## src/rtl/proc_pkg.sv

```systemverilog
// Definitions shared by the pipeline-register stages: default datapath widths
// and the memory-stage access state.
package proc_pkg;

  localparam int unsigned PROC_DATA_WIDTH_DEF        = 16;
  localparam int unsigned PROC_REGFILE_LOG2_DEEP_DEF = 5;
  localparam int unsigned MEM_TIMEOUT_CYCLES_DEF     = 64;

  typedef enum logic [0:0] {
    IDLE   = 1'b0,
    ACCESS = 1'b1
  } mem_state_e;

  // A request carrying both read and write enables is treated as a load.
  function automatic logic mem_is_store(input logic rd_en, input logic wr_en);
    return wr_en & ~rd_en;
  endfunction

endpackage

```

## src/rtl/mem_wb_stage.sv

```systemverilog
// Memory-access stage plus MEM/WB register: drives a req/ack data-memory port,
// stalls upstream while an access is outstanding, aborts on timeout.
module mem_wb_stage
  import proc_pkg::*;
#(
  parameter int unsigned PROC_DATA_WIDTH        = PROC_DATA_WIDTH_DEF,
  parameter int unsigned PROC_REGFILE_LOG2_DEEP = PROC_REGFILE_LOG2_DEEP_DEF,
  parameter int unsigned TIMEOUT_CYCLES         = MEM_TIMEOUT_CYCLES_DEF
) (
  input  logic                              clk_i,
  input  logic                              rst_ni,
  input  logic                              reg_write_en_i,
  input  logic                              mem_write_en_i,
  input  logic                              mem_read_en_i,
  input  logic                              mem_to_reg_i,
  input  logic [PROC_DATA_WIDTH-1:0]        alu_i,
  input  logic [PROC_DATA_WIDTH-1:0]        reg_data2_i,
  input  logic [PROC_REGFILE_LOG2_DEEP-1:0] reg_write_addr_i,
  output logic                              stall_o,
  output logic                              dmem_req_o,
  output logic                              dmem_we_o,
  output logic [PROC_DATA_WIDTH-1:0]        dmem_addr_o,
  output logic [PROC_DATA_WIDTH-1:0]        dmem_wdata_o,
  input  logic                              dmem_ack_i,
  input  logic [PROC_DATA_WIDTH-1:0]        dmem_rdata_i,
  output logic                              reg_write_en_o,
  output logic [PROC_REGFILE_LOG2_DEEP-1:0] reg_write_addr_o,
  output logic [PROC_DATA_WIDTH-1:0]        wb_data_o,
  output logic                              err_o
);

  localparam int unsigned CNT_W = $clog2(TIMEOUT_CYCLES);
  localparam logic [CNT_W-1:0] CNT_LAST = CNT_W'(TIMEOUT_CYCLES - 1);

  mem_state_e                        state_q;
  logic [CNT_W-1:0]                  cnt_q;
  logic                              rwe_lat_q;
  logic [PROC_REGFILE_LOG2_DEEP-1:0] waddr_lat_q;
  logic                              m2r_lat_q;
  logic                              req_q;
  logic                              we_q;
  logic [PROC_DATA_WIDTH-1:0]        addr_q;
  logic [PROC_DATA_WIDTH-1:0]        wdata_q;
  logic                              wb_we_q;
  logic [PROC_REGFILE_LOG2_DEEP-1:0] wb_addr_q;
  logic [PROC_DATA_WIDTH-1:0]        wb_data_q;
  logic                              err_q;

  logic                       mem_op;
  logic                       in_idle;
  logic                       in_access;
  logic                       timeout;
  logic [PROC_DATA_WIDTH-1:0] ack_data_d;

  assign mem_op    = mem_read_en_i | mem_write_en_i;
  assign in_idle   = (state_q == IDLE);
  assign in_access = (state_q == ACCESS);
  // Ack in the final counted cycle still completes the access normally.
  assign timeout   = in_access & ~dmem_ack_i & (cnt_q == CNT_LAST);
  assign stall_o   = (in_idle & mem_op) | (in_access & ~dmem_ack_i & ~timeout);

  // The address register doubles as the latched ALU result.
  assign ack_data_d = m2r_lat_q ? dmem_rdata_i : addr_q;

  always_ff @(posedge clk_i) begin
    if (!rst_ni) begin
      state_q     <= IDLE;
      cnt_q       <= '0;
      rwe_lat_q   <= 1'b0;
      waddr_lat_q <= '0;
      m2r_lat_q   <= 1'b0;
      req_q       <= 1'b0;
      we_q        <= 1'b0;
      addr_q      <= '0;
      wdata_q     <= '0;
      wb_we_q     <= 1'b0;
      wb_addr_q   <= '0;
      wb_data_q   <= '0;
      err_q       <= 1'b0;
    end else begin
      unique case (state_q)
        IDLE: begin
          if (mem_op) begin
            state_q     <= ACCESS;
            cnt_q       <= '0;
            req_q       <= 1'b1;
            we_q        <= mem_is_store(mem_read_en_i, mem_write_en_i);
            addr_q      <= alu_i;
            wdata_q     <= reg_data2_i;
            rwe_lat_q   <= reg_write_en_i;
            waddr_lat_q <= reg_write_addr_i;
            m2r_lat_q   <= mem_to_reg_i;
            wb_we_q     <= 1'b0;
          end else begin
            wb_we_q     <= reg_write_en_i;
            wb_addr_q   <= reg_write_addr_i;
            wb_data_q   <= alu_i;
          end
        end
        ACCESS: begin
          if (dmem_ack_i) begin
            state_q   <= IDLE;
            cnt_q     <= '0;
            req_q     <= 1'b0;
            wb_we_q   <= rwe_lat_q;
            wb_addr_q <= waddr_lat_q;
            wb_data_q <= ack_data_d;
          end else if (timeout) begin
            state_q   <= IDLE;
            cnt_q     <= '0;
            req_q     <= 1'b0;
            err_q     <= 1'b1;
            wb_we_q   <= 1'b0;
          end else begin
            cnt_q     <= cnt_q + 1'b1;
            wb_we_q   <= 1'b0;
          end
        end
        default: begin
          state_q <= IDLE;
          req_q   <= 1'b0;
        end
      endcase
    end
  end

  assign dmem_req_o       = req_q;
  assign dmem_we_o        = we_q;
  assign dmem_addr_o      = addr_q;
  assign dmem_wdata_o     = wdata_q;
  assign reg_write_en_o   = wb_we_q;
  assign reg_write_addr_o = wb_addr_q;
  assign wb_data_o        = wb_data_q;
  assign err_o            = err_q;

endmodule

```

## config.mk

```make
export PLATFORM = sky130hd
export DESIGN_NAME = mem_wb_stage
export DESIGN_NICKNAME = d
export VERILOG_FILES = /design/src/rtl/proc_pkg.sv /design/src/rtl/mem_wb_stage.sv
export SDC_FILE = /design/constraint.sdc
export NUM_CORES = 1
export LEC_CHECK = 0
export BUFFER_PORTS_ARGS = -buffer_cell sky130_fd_sc_hd__clkbuf_2
export CORE_AREA = 2 2 87 110
export CTS_CLUSTER_DIAMETER = 200
export DETAILED_ROUTE_END_ITERATION = 6
export DIE_AREA = 0 0 89 112
export GPL_TIMING_DRIVEN = 0
export PLACE_DENSITY_LB_ADDON = 0.15
export SYNTH_ARGS = -nofsm -noshare
export SYNTH_HDL_FRONTEND = slang
export SYNTH_SLANG_ARGS = --single-unit
```

## constraint.sdc

```tcl
create_clock -name clk_i -period 2.9 [get_ports clk_i]
set_input_delay 0.435 -clock clk_i [delete_from_list [all_inputs] [get_ports clk_i]]
set_output_delay 0.435 -clock clk_i [all_outputs]
set_load 0.03 [all_outputs]
```

# After elaboration in Yosys (flattened, before gate mapping)
# Index checks and enable logic that the tools add are counted.
word_totals:
  inputBits: 60
  out_inout_bits: 58
  word_cells: 56
  regBits: 71
classes:
  n_bitwise: 11
  mux: 22
  n_reduce_logical: 4
  eq_ne: 5
  n_addsub: 1
op_table:
  columns: ["operator", "count"]
  rows:
  - ["16-bit 2-to-1 mux", 3]
  - ["16-bit case mux with 2 select lines", 1]
  - ["6-bit 2-to-1 mux", 3]
  - ["6-bit case mux with 2 select lines", 1]
  - ["5-bit 2-to-1 mux", 2]
  - ["5-bit case mux with 2 select lines", 1]
  - ["1-bit 2-to-1 mux", 8]
  - ["6-bit by 1-bit adder with 6-bit output, second input constant", 1]
  - ["6-bit == test, second input constant", 1]
  - ["2-bit inequality test, second input constant", 3]
  - ["1-bit case mux with 2 select lines", 3]
  - ["2-bit AND reduction", 3]
  - ["1-bit AND", 5]
  - ["1-bit NOT", 4]
  - ["3-bit by 2-bit inequality test with 1-bit output, second input constant", 1]
  - ["3-bit AND reduction", 1]
  - ["1-bit OR", 2]

# Logic depth before layout (Yosys ltp)
# Gate-level depths: netlist of run 1.
logic_depth:
  depth_word: 6
  mapped_depth: 5

# Worst setup path after synthesis of run 1
# Ideal clock, no wire load.
synth_path:
  path_type: "flip-flop to output port"
  startpoint: "reg cnt_q[0]"
  endpoint: "out stall_o"
  slack_ps: 1192
  stages_incl_launch_ff: 5
  t_required_ps: 2465
  n_path_buf: 0
  arrival_time_ps: 1273
  path_cell_list: "dfxtp_1 ha_1 nand3_1 o21bai_1 nand2_1"
synth_via:
  elab_chain_cells: 5
synth_rtl:
  columns: ["item", "line_no", "source"]
  rows:
  - ["from (decl)", "mem_wb_stage.sv:36", "logic [CNT_W-1:0] cnt_q;"]
  - ["from (signal assigned)", "mem_wb_stage.sv:115", "cnt_q <= cnt_q + 1'b1;"]
  - ["6-bit == test", "mem_wb_stage.sv:59", "assign timeout = in_access & ~dmem_ack_i & (cnt_q == CNT_LAST);"]
  - ["1-bit AND", "mem_wb_stage.sv:59", null]
  - ["1-bit NOT", "mem_wb_stage.sv:60", "assign stall_o = (in_idle & mem_op) | (in_access & ~dmem_ack_i & ~timeout);"]
  - ["1-bit AND", "mem_wb_stage.sv:60", null]
  - ["1-bit OR", "mem_wb_stage.sv:60", null]
  - ["to (decl)", "mem_wb_stage.sv:19", "output logic stall_o,"]
# Every way passes these cells.

# Worst setup path after layout of run 1
# Ends and elaborated chain as after synthesis.

==> results summary, run 1 <==
The fraction of the core area covered by cells at the end of the flow came out at ~46%. After clock tree synthesis, the clock-pin slew on the worst setup and hold paths is 0.06 ns. The count of hold buffers inserted by post-cts repair is 0. The combined area of all synthesized cells came out at 3040 sq um.

The number of cells produced by synthesis is 356. The total area inside the core boundary comes to 8980 sq um. The pre-antenna-repair detailed-routing pass consisted of 4 iterations.

For the pin with the worst max-slew slack, the measured transition is between 0.5 and 0.6 ns. The number of global-route vias before repair is 2971. The clock tree from TritonCTS is built. The flop and latch count out of synthesis is 71. The post-route clock period utilization is 81.2%. Clock tree synthesis found a total of 71 sinks. The total of endpoints with negative setup slack in the final report is 0.

The number of nets produced by synthesis is 417. The final hold violation count is 0. The count of maximum capacitance violations came out at 0. The total non-filler cell area in the finished layout came out at 4120 sq um.

The total track usage is 19.0%. On the worst path, the slowest cell contributes a delay of 0.49 ns. Static timing analysis puts the maximum clock frequency at 424 MHz. In this run the worst path has a maximum fanout of 7. By area, the combinational part of the netlist is dominated by compound AO/OA/AOI/OAI gates.

STA classifies the critical path startpoint as a flip-flop. The buffers inserted during post-CTS setup optimization is 0. Broken down by cell family, the worst path's largest delay share belongs to compound AO/OA/AOI/OAI gates. The clock latency on the worst-skew pair came out at 0.33 ns.

The violation count after the first detailed-routing iteration came out at ~120. The post-synthesis sequential area ratio is between 40% and 50%. The simple logic cell fraction of the synthesized area came out at 21.2%. The pin count of the biggest net entering global routing is 12. The detailed placement HPWL came out at 6770 um.

The post-synthesis share of cell area spent on xor and xnor gates came out at less than 1%. The min-delay analysis places its worst path in the category in -> reg. The area growth from synthesis to layout is 35.7%.

The average cell area after synthesis is about 8.5 sq um. The complex-gate fraction of the synthesized area is 24.0%. After routing, the total negative slack on setup checks comes to 0 ns. The flow ran to the end, and the final reports show no timing, DRC or antenna violations. The worst hold path stage count is 3. The tree is rooted in a sky130_fd_sc_hd__clkbuf_16.

The power per cell area came out at 697 nW/um^2. The post-route worst hold slack came out at around 0.32 ns. STA classifies the critical path endpoint as an output pin.

The internal reg-to-reg setup slack is 1.27 ns. The distinct cell type count after synthesis came out at 38. The buffer depth of the longest clock path is 2. Measured against its own limit, the worst slew margin works out to approximately 62%. The worst path required time came out at 2.47 ns.

For the worst flop-to-flop path, the logic depth is 4. The die is a little under 90 um wide. In the routed layout, each cell is associated on average with a via count of 4.86.

The Yosys step of the flow raised 0 warnings. The final weighted congestion in routability-driven placement came out at 0.809. The final max-slew violation count was 0. VDD sags by at most approximately 0.32 mV. The placed instance area came out at around 3800 sq um. The initial core utilization came out at 33.8%.

The clock period minus final worst setup slack is 2.36 ns. The slowest stage of the critical path belongs to the cell sky130_fd_sc_hd__o21bai_1. In the final routed layout, each cell accounts on average for 14.8 um.

The height of the die came out at 112 um. Data arrives at the worst endpoint at 1.92 ns. The number of I/O pins is 118.

The die outline area is 9970 sq um. Buffers placed on the I/O ports in this run total between 100 and 150. The worst setup path is of the reg -> out kind. After clock tree synthesis, the repair step resized 0 gates. The maximum level of the CTS H-tree is 3. The post-route antenna net violation count is 0.

The number of buffers and inverters on the critical path is 1. The total number of cells along the worst setup path came out at 5. Multiplexer cells account for under 10% of the synthesized area. Summed over all cells, the static leakage comes to 0.00181 uW.

The number of antenna violations at the first check in global routing is 0. The count of nets after finishing came out at between 500 and 600. The routed design has 9070 um of wire. The number of remaining DRC errors is 0. The area share of fa/ha/maj cells after synthesis came out at less than 1%. Across the routed clock network, the largest skew measured is 0.00597 ns. The fraction of layout cells with a size suffix above 1 is 34.2%. The global route total overflow is 0. The post-layout total power is 2870 uW.

The floorplan has 39 rows. The signal on the critical path passes through ha_1, nand3_1, o21bai_1, nand2_1, clkbuf_2. The number of antenna diodes is 0.

The first-pass GRT wire length came out at about 14000 um. Setup repair after global routing left no endpoint under its margin. The total number of vias came out at 2973. The number of buffers created by CTS came out at 9.
where the power goes:
group	switching [uW]	internal, uW
Clock	406	847
Combinational	351	178
Sequential	41.8	1050
layer usage:
metal	global-route usage, %	wire (um)	vias up
met5	0	0	-
met4	8.06	205	0
met3	5.11	474	14
met2	32.0	4560	101
met1	22.4	3830	1353
li1	-	-	1505
area by class of cell:
class	count	area (sq um)
fill	942	4860
buffer	28	151
tap	123	154
sequential	71	1420
clock buffer	14	284
multi-input combinational	254	1460
inverter	3	11.3
clock inverter	2	60.1
timing repair buffer	117	586
cells in the mapped netlist (all sizes together):
library cell / instances / area [sq um]
nand2b: 2 / 15.0
nor2b: 17 / 106
nand3: 3 / 15.0
xnor2: 1 / 8.76
or3: 2 / 12.5
nor3: 7 / 46.3
xor2: 1 / 8.76
dfxtp: 71 / 1420
o21a: 1 / 7.51
a22oi: 1 / 7.51
o21bai: 3 / 26.3
a211oi: 24 / 180
o21ba: 1 / 10.0
o31ai: 2 / 15.0
a21oi: 42 / 210
inv: 1 / 3.75
clkbuf: 7 / 26.3
o32ai: 16 / 208
o311a: 1 / 10.0
o21ai: 4 / 23.8
a221oi: 3 / 32.5
clkinv: 2 / 7.51
ha: 1 / 12.5
buf: 21 / 125
and2: 1 / 6.26
or4: 1 / 11.3
nor2: 17 / 63.8
nand2: 98 / 368
mux2i: 5 / 50.1
logic make-up after synthesis:
| kind of cell | after synthesis |
|---|---|
| DFF | 71 |
| adders and majority gates | 1 |
| buffers and inverters | 31 |
| xor gates and xnor gates | 2 |
| and+or+nand+nor | 148 |
| muxes | 5 |
| AOI/OAI and AO/OA | 98 |
cell usage in the layout (no fill, tap or decap), types with 2 or more instances in the layout:
cell | synthesis | routed
sky130_fd_sc_hd__clkbuf_2 | 0 | 117
sky130_fd_sc_hd__nand2_1 | 98 | 98
sky130_fd_sc_hd__dfxtp_1 | 71 | 71
sky130_fd_sc_hd__a21oi_1 | 42 | 42
sky130_fd_sc_hd__a211oi_1 | 24 | 24
sky130_fd_sc_hd__nor2_1 | 17 | 17
sky130_fd_sc_hd__nor2b_1 | 17 | 17
sky130_fd_sc_hd__buf_2 | 13 | 13
sky130_fd_sc_hd__o32ai_2 | 9 | 9
sky130_fd_sc_hd__clkbuf_16 | 0 | 9
sky130_fd_sc_hd__clkbuf_1 | 7 | 8
sky130_fd_sc_hd__o32ai_1 | 7 | 7
sky130_fd_sc_hd__nor3_1 | 6 | 6
sky130_fd_sc_hd__mux2i_1 | 5 | 5
sky130_fd_sc_hd__buf_4 | 4 | 4
sky130_fd_sc_hd__clkbuf_8 | 0 | 4
sky130_fd_sc_hd__nand3_1 | 3 | 3
sky130_fd_sc_hd__o21ai_0 | 3 | 3
sky130_fd_sc_hd__o21bai_1 | 2 | 2
sky130_fd_sc_hd__clkinv_1 | 2 | 2
sky130_fd_sc_hd__buf_6 | 2 | 2
sky130_fd_sc_hd__buf_1 | 2 | 2
sky130_fd_sc_hd__or3_1 | 2 | 2
sky130_fd_sc_hd__a221oi_1 | 2 | 2
sky130_fd_sc_hd__o31ai_1 | 2 | 2
sky130_fd_sc_hd__bufinv_16 | 0 | 2
worst paths after layout:
| check | start | endpoint |
|---|---|---|
| worst max register to register | m2r_lat_q | wb_data_o[6] |
| worst max-delay path | cnt_q[0] | stall_o |
| worst min register to register | waddr_lat_q[3] | waddr_lat_q[3] |
| worst min-delay path | reg_data2_i[15] | dmem_wdata_o[15] |
worst register-to-register path, delay by kind of cell (launching register included):
family	cells	cell delay [ns]
AOI/OAI and AO/OA	2	0.39
buffers and inverters	2	0.72
DFF	1	0.44
per-stage QoR:
step | std cells | worst slack [ns]
3_5_place_dp | 596 | 0.773
5_1_grt | 612 | 0.406
6_report | 612 | 0.544
3_3_place_gp | 596 | 0.798
4_1_cts | 612 | 0.540
2_1_floorplan | 356 | 1.19
sequential cells by signal, indices dropped and copies added, names as in the netlist:
| signal | count |
|---|---|
| wb_data_o | 16 |
| dmem_req_o | 1 |
| in_access | 1 |
| m2r_lat_q | 1 |
| reg_write_en_o | 1 |
| dmem_wdata_o | 16 |
| err_o | 1 |
| dmem_addr_o | 16 |
| reg_write_addr_o | 5 |
| cnt_q | 6 |
| rwe_lat_q | 1 |
| waddr_lat_q | 5 |
| dmem_we_o | 1 |
Note: power is estimated with default switching activity, not from simulation.
==> inputs of run 2 (changes only) <==
==> constraint.sdc (replaced) <==
create_clock -name clk_i -period 2.42 [get_ports clk_i]
set_input_delay 0.363 -clock clk_i [delete_from_list [all_inputs] [get_ports clk_i]]
set_output_delay 0.363 -clock clk_i [all_outputs]
set_load 0.03 [all_outputs]
==> results summary, run 2 (same netlist as run 1, synthesis figures left out) <==
Measured against its own limit, the worst slew margin works out to 63.6%. The kind of launch point of the worst setup path is a flip-flop. STA puts the critical path data required time at 2.06 ns. The final worst clock skew came out at 0.00463 ns.

The startpoint of the tightest hold check path is reg_data2_i[15]. The worst setup timing slack at the placement stage came out at 0.437 ns. The number of I/O pins is approximately 120. The area of the core is 8980 sq um.

The maximum level of the CTS H-tree came out at 3. TritonCTS built the clock tree. The maximum frequency from static timing analysis came out at 449 MHz. The critical path arrival came out at 1.87 ns.

The count of maximum capacitance violations is 0. The number of cells after detailed placement is between 500 and 600. Setup violations remaining at the end of the flow were counted as 0.

The pin count of the biggest net entering global routing is 12. The area added between synthesis and finish came out at 35.8%. At the pin with the least slew margin, the transition time is 0.546 ns. Buffers added to address setup during post-CTS repair amount to 0.

Along the worst path, the maximum fanout reaches 10. The buffer depth of the longest clock path came out at 2. The number of placement rows is 39. The post-route antenna net violation count came out at 0. The post-detailed-route via-to-cell ratio is 4.86. The number of antenna violations at the first check in global routing is 0. The number of global-route vias before repair is about 3000. The leakage power total came out at 0.00181 uW. On the final layout, the worst hold slack is 0.249 ns. The violation count after the first detailed-routing iteration is 117.

At the end of the flow, the number of nets in the layout was 545. The routed layout has approximately 3000 vias. The post-layout total power came out at 3440 uW. The critical path starts at in_access. Leaving out fill and tap cells, the most frequent cells in the layout are sky130_fd_sc_hd__clkbuf_2 (117), sky130_fd_sc_hd__nand2_1 (98), sky130_fd_sc_hd__dfxtp_1 (71). The final setup TNS came out at 0 ns. The height of the die is 112 um.

Measured along the x axis, the die boundary spans 89 um. Dividing the final minimum period by the clock period gives 92.1%. Across the VDD grid, the largest voltage drop is around 0.38 mV. Clock tree synthesis found a total of 71 sinks. Global routing consumed, over all layers together, between 10% and 20% of the routing resources. The floorplan step defined a die boundary enclosing 9970 sq um. In the post-route analysis, the smallest setup slack over all paths is 0.191 ns.

The first-pass GRT wire length is between 10000 and 15000 um. The final hold violation count came out at 0. The category of the worst setup path capture point is an output pin. The count of buffers inserted at the top-level ports came out at approximately 120. The number of antenna diodes in the final layout is 0. The detailed placement HPWL came out at 6770 um. The worst register-to-register path begins at m2r_lat_q. The fraction of layout cells with a size suffix above 1 came out at 34.4%. The routed design has roughly 9100 um of wire. The root cell of the clock tree is sky130_fd_sc_hd__clkbuf_16. The number of gates resized after cts is 0.

Power spread over the standard cell area amounts to 834 nW/um^2. The worst min-delay path category is in -> reg. Fill cells in the final layout number 940.

The kind of critical path is reg -> out. The count of hold buffers inserted by post-cts repair came out at 0. The number of buffers created by CTS is 9. The clock transition at the registers of the reported paths came out at 0.06 ns. The final max-slew violation count came out at 0.

The final weighted congestion in routability-driven placement is 0.809. The clock latency on the worst-skew pair is 0.33 ns. The clock period minus final worst setup slack is 2.23 ns. The number of remaining DRC errors is 0. The count of TritonRoute iterations in the first routing pass came out at 4. Setup repair after global routing left no endpoint under its margin. Excluding fillers, the count of instances in the completed layout stands at roughly 610. After detailed routing, the average wire length per cell comes to 14.8 um. The most common library cell in the layout ignoring fill and taps is sky130_fd_sc_hd__clkbuf_2. The initial utilization of the core area, before any placement, comes to 33.8%. The global route total overflow is 0.

The run finished with clean final reports.
run 2: changes by cell type in the layout (fill, tap and decap cells not counted):
cell,previous run,this run
sky130_fd_sc_hd__o21bai_1,2,1
sky130_fd_sc_hd__o21bai_2,1,2
run 2: path summary, 6_finish.rpt:
kind,endpoint,slack [ns],cells past startpoint
worst max-delay path,stall_o,0.19,5
worst min register to register,waddr_lat_q[3],0.45,2
worst max register to register,wb_data_o[6],0.79,4
worst min-delay path,dmem_wdata_o[15],0.25,3
run 2: through the flow:
step           util, %  instance area, sq um
6_report          46.0                  4130
5_1_grt           46.0                  4130
4_1_cts           45.9                  4120
3_5_place_dp      42.1                  3780
3_3_place_gp      42.1                  3780
2_1_floorplan        -                  3040
run 2: area by class of cell:
class / instances / area (sq um) / share of cell area, %
clock buffer: 14 / 284 / 6.88
tap: 123 / 154 / 3.73
clock inverter: 2 / 60.1 / 1.46
sequential: 71 / 1420 / 34.4
multi-input combinational: 254 / 1460 / 35.4
buffer: 28 / 151 / 3.67
timing repair buffer: 117 / 586 / 14.2
inverter: 3 / 11.3 / 0.273
run 2: critical path, stage by stage (launching register included):
cell and delay, ns:
sky130_fd_sc_hd__dfxtp_1 0.34, sky130_fd_sc_hd__buf_4 0.20, sky130_fd_sc_hd__o21bai_2 0.20, sky130_fd_sc_hd__clkbuf_1 0.44
sky130_fd_sc_hd__nand2_1 0.14, sky130_fd_sc_hd__clkbuf_2 0.21
run 2: power by group:
part	total (uW)	leakage, uW	internal, uW	switching (uW)
clock	1500	0.000169	1020	484
sequential	1310	0.000584	1260	50.0
combinational	635	0.00105	214	421
total	3440	0.00181	2490	955
run 2: metal layers:
metal  vias to the layer above  wire length [um]  GRT usage, %  share of wire, %
met5                         -                 0             0                 0
met4                         0               205          8.06               2.3
met3                        14               474          5.11               5.2
met2                       101              4560          32.0                50
met1                      1354              3830          22.4                42
li1                       1504                 -             -                 -
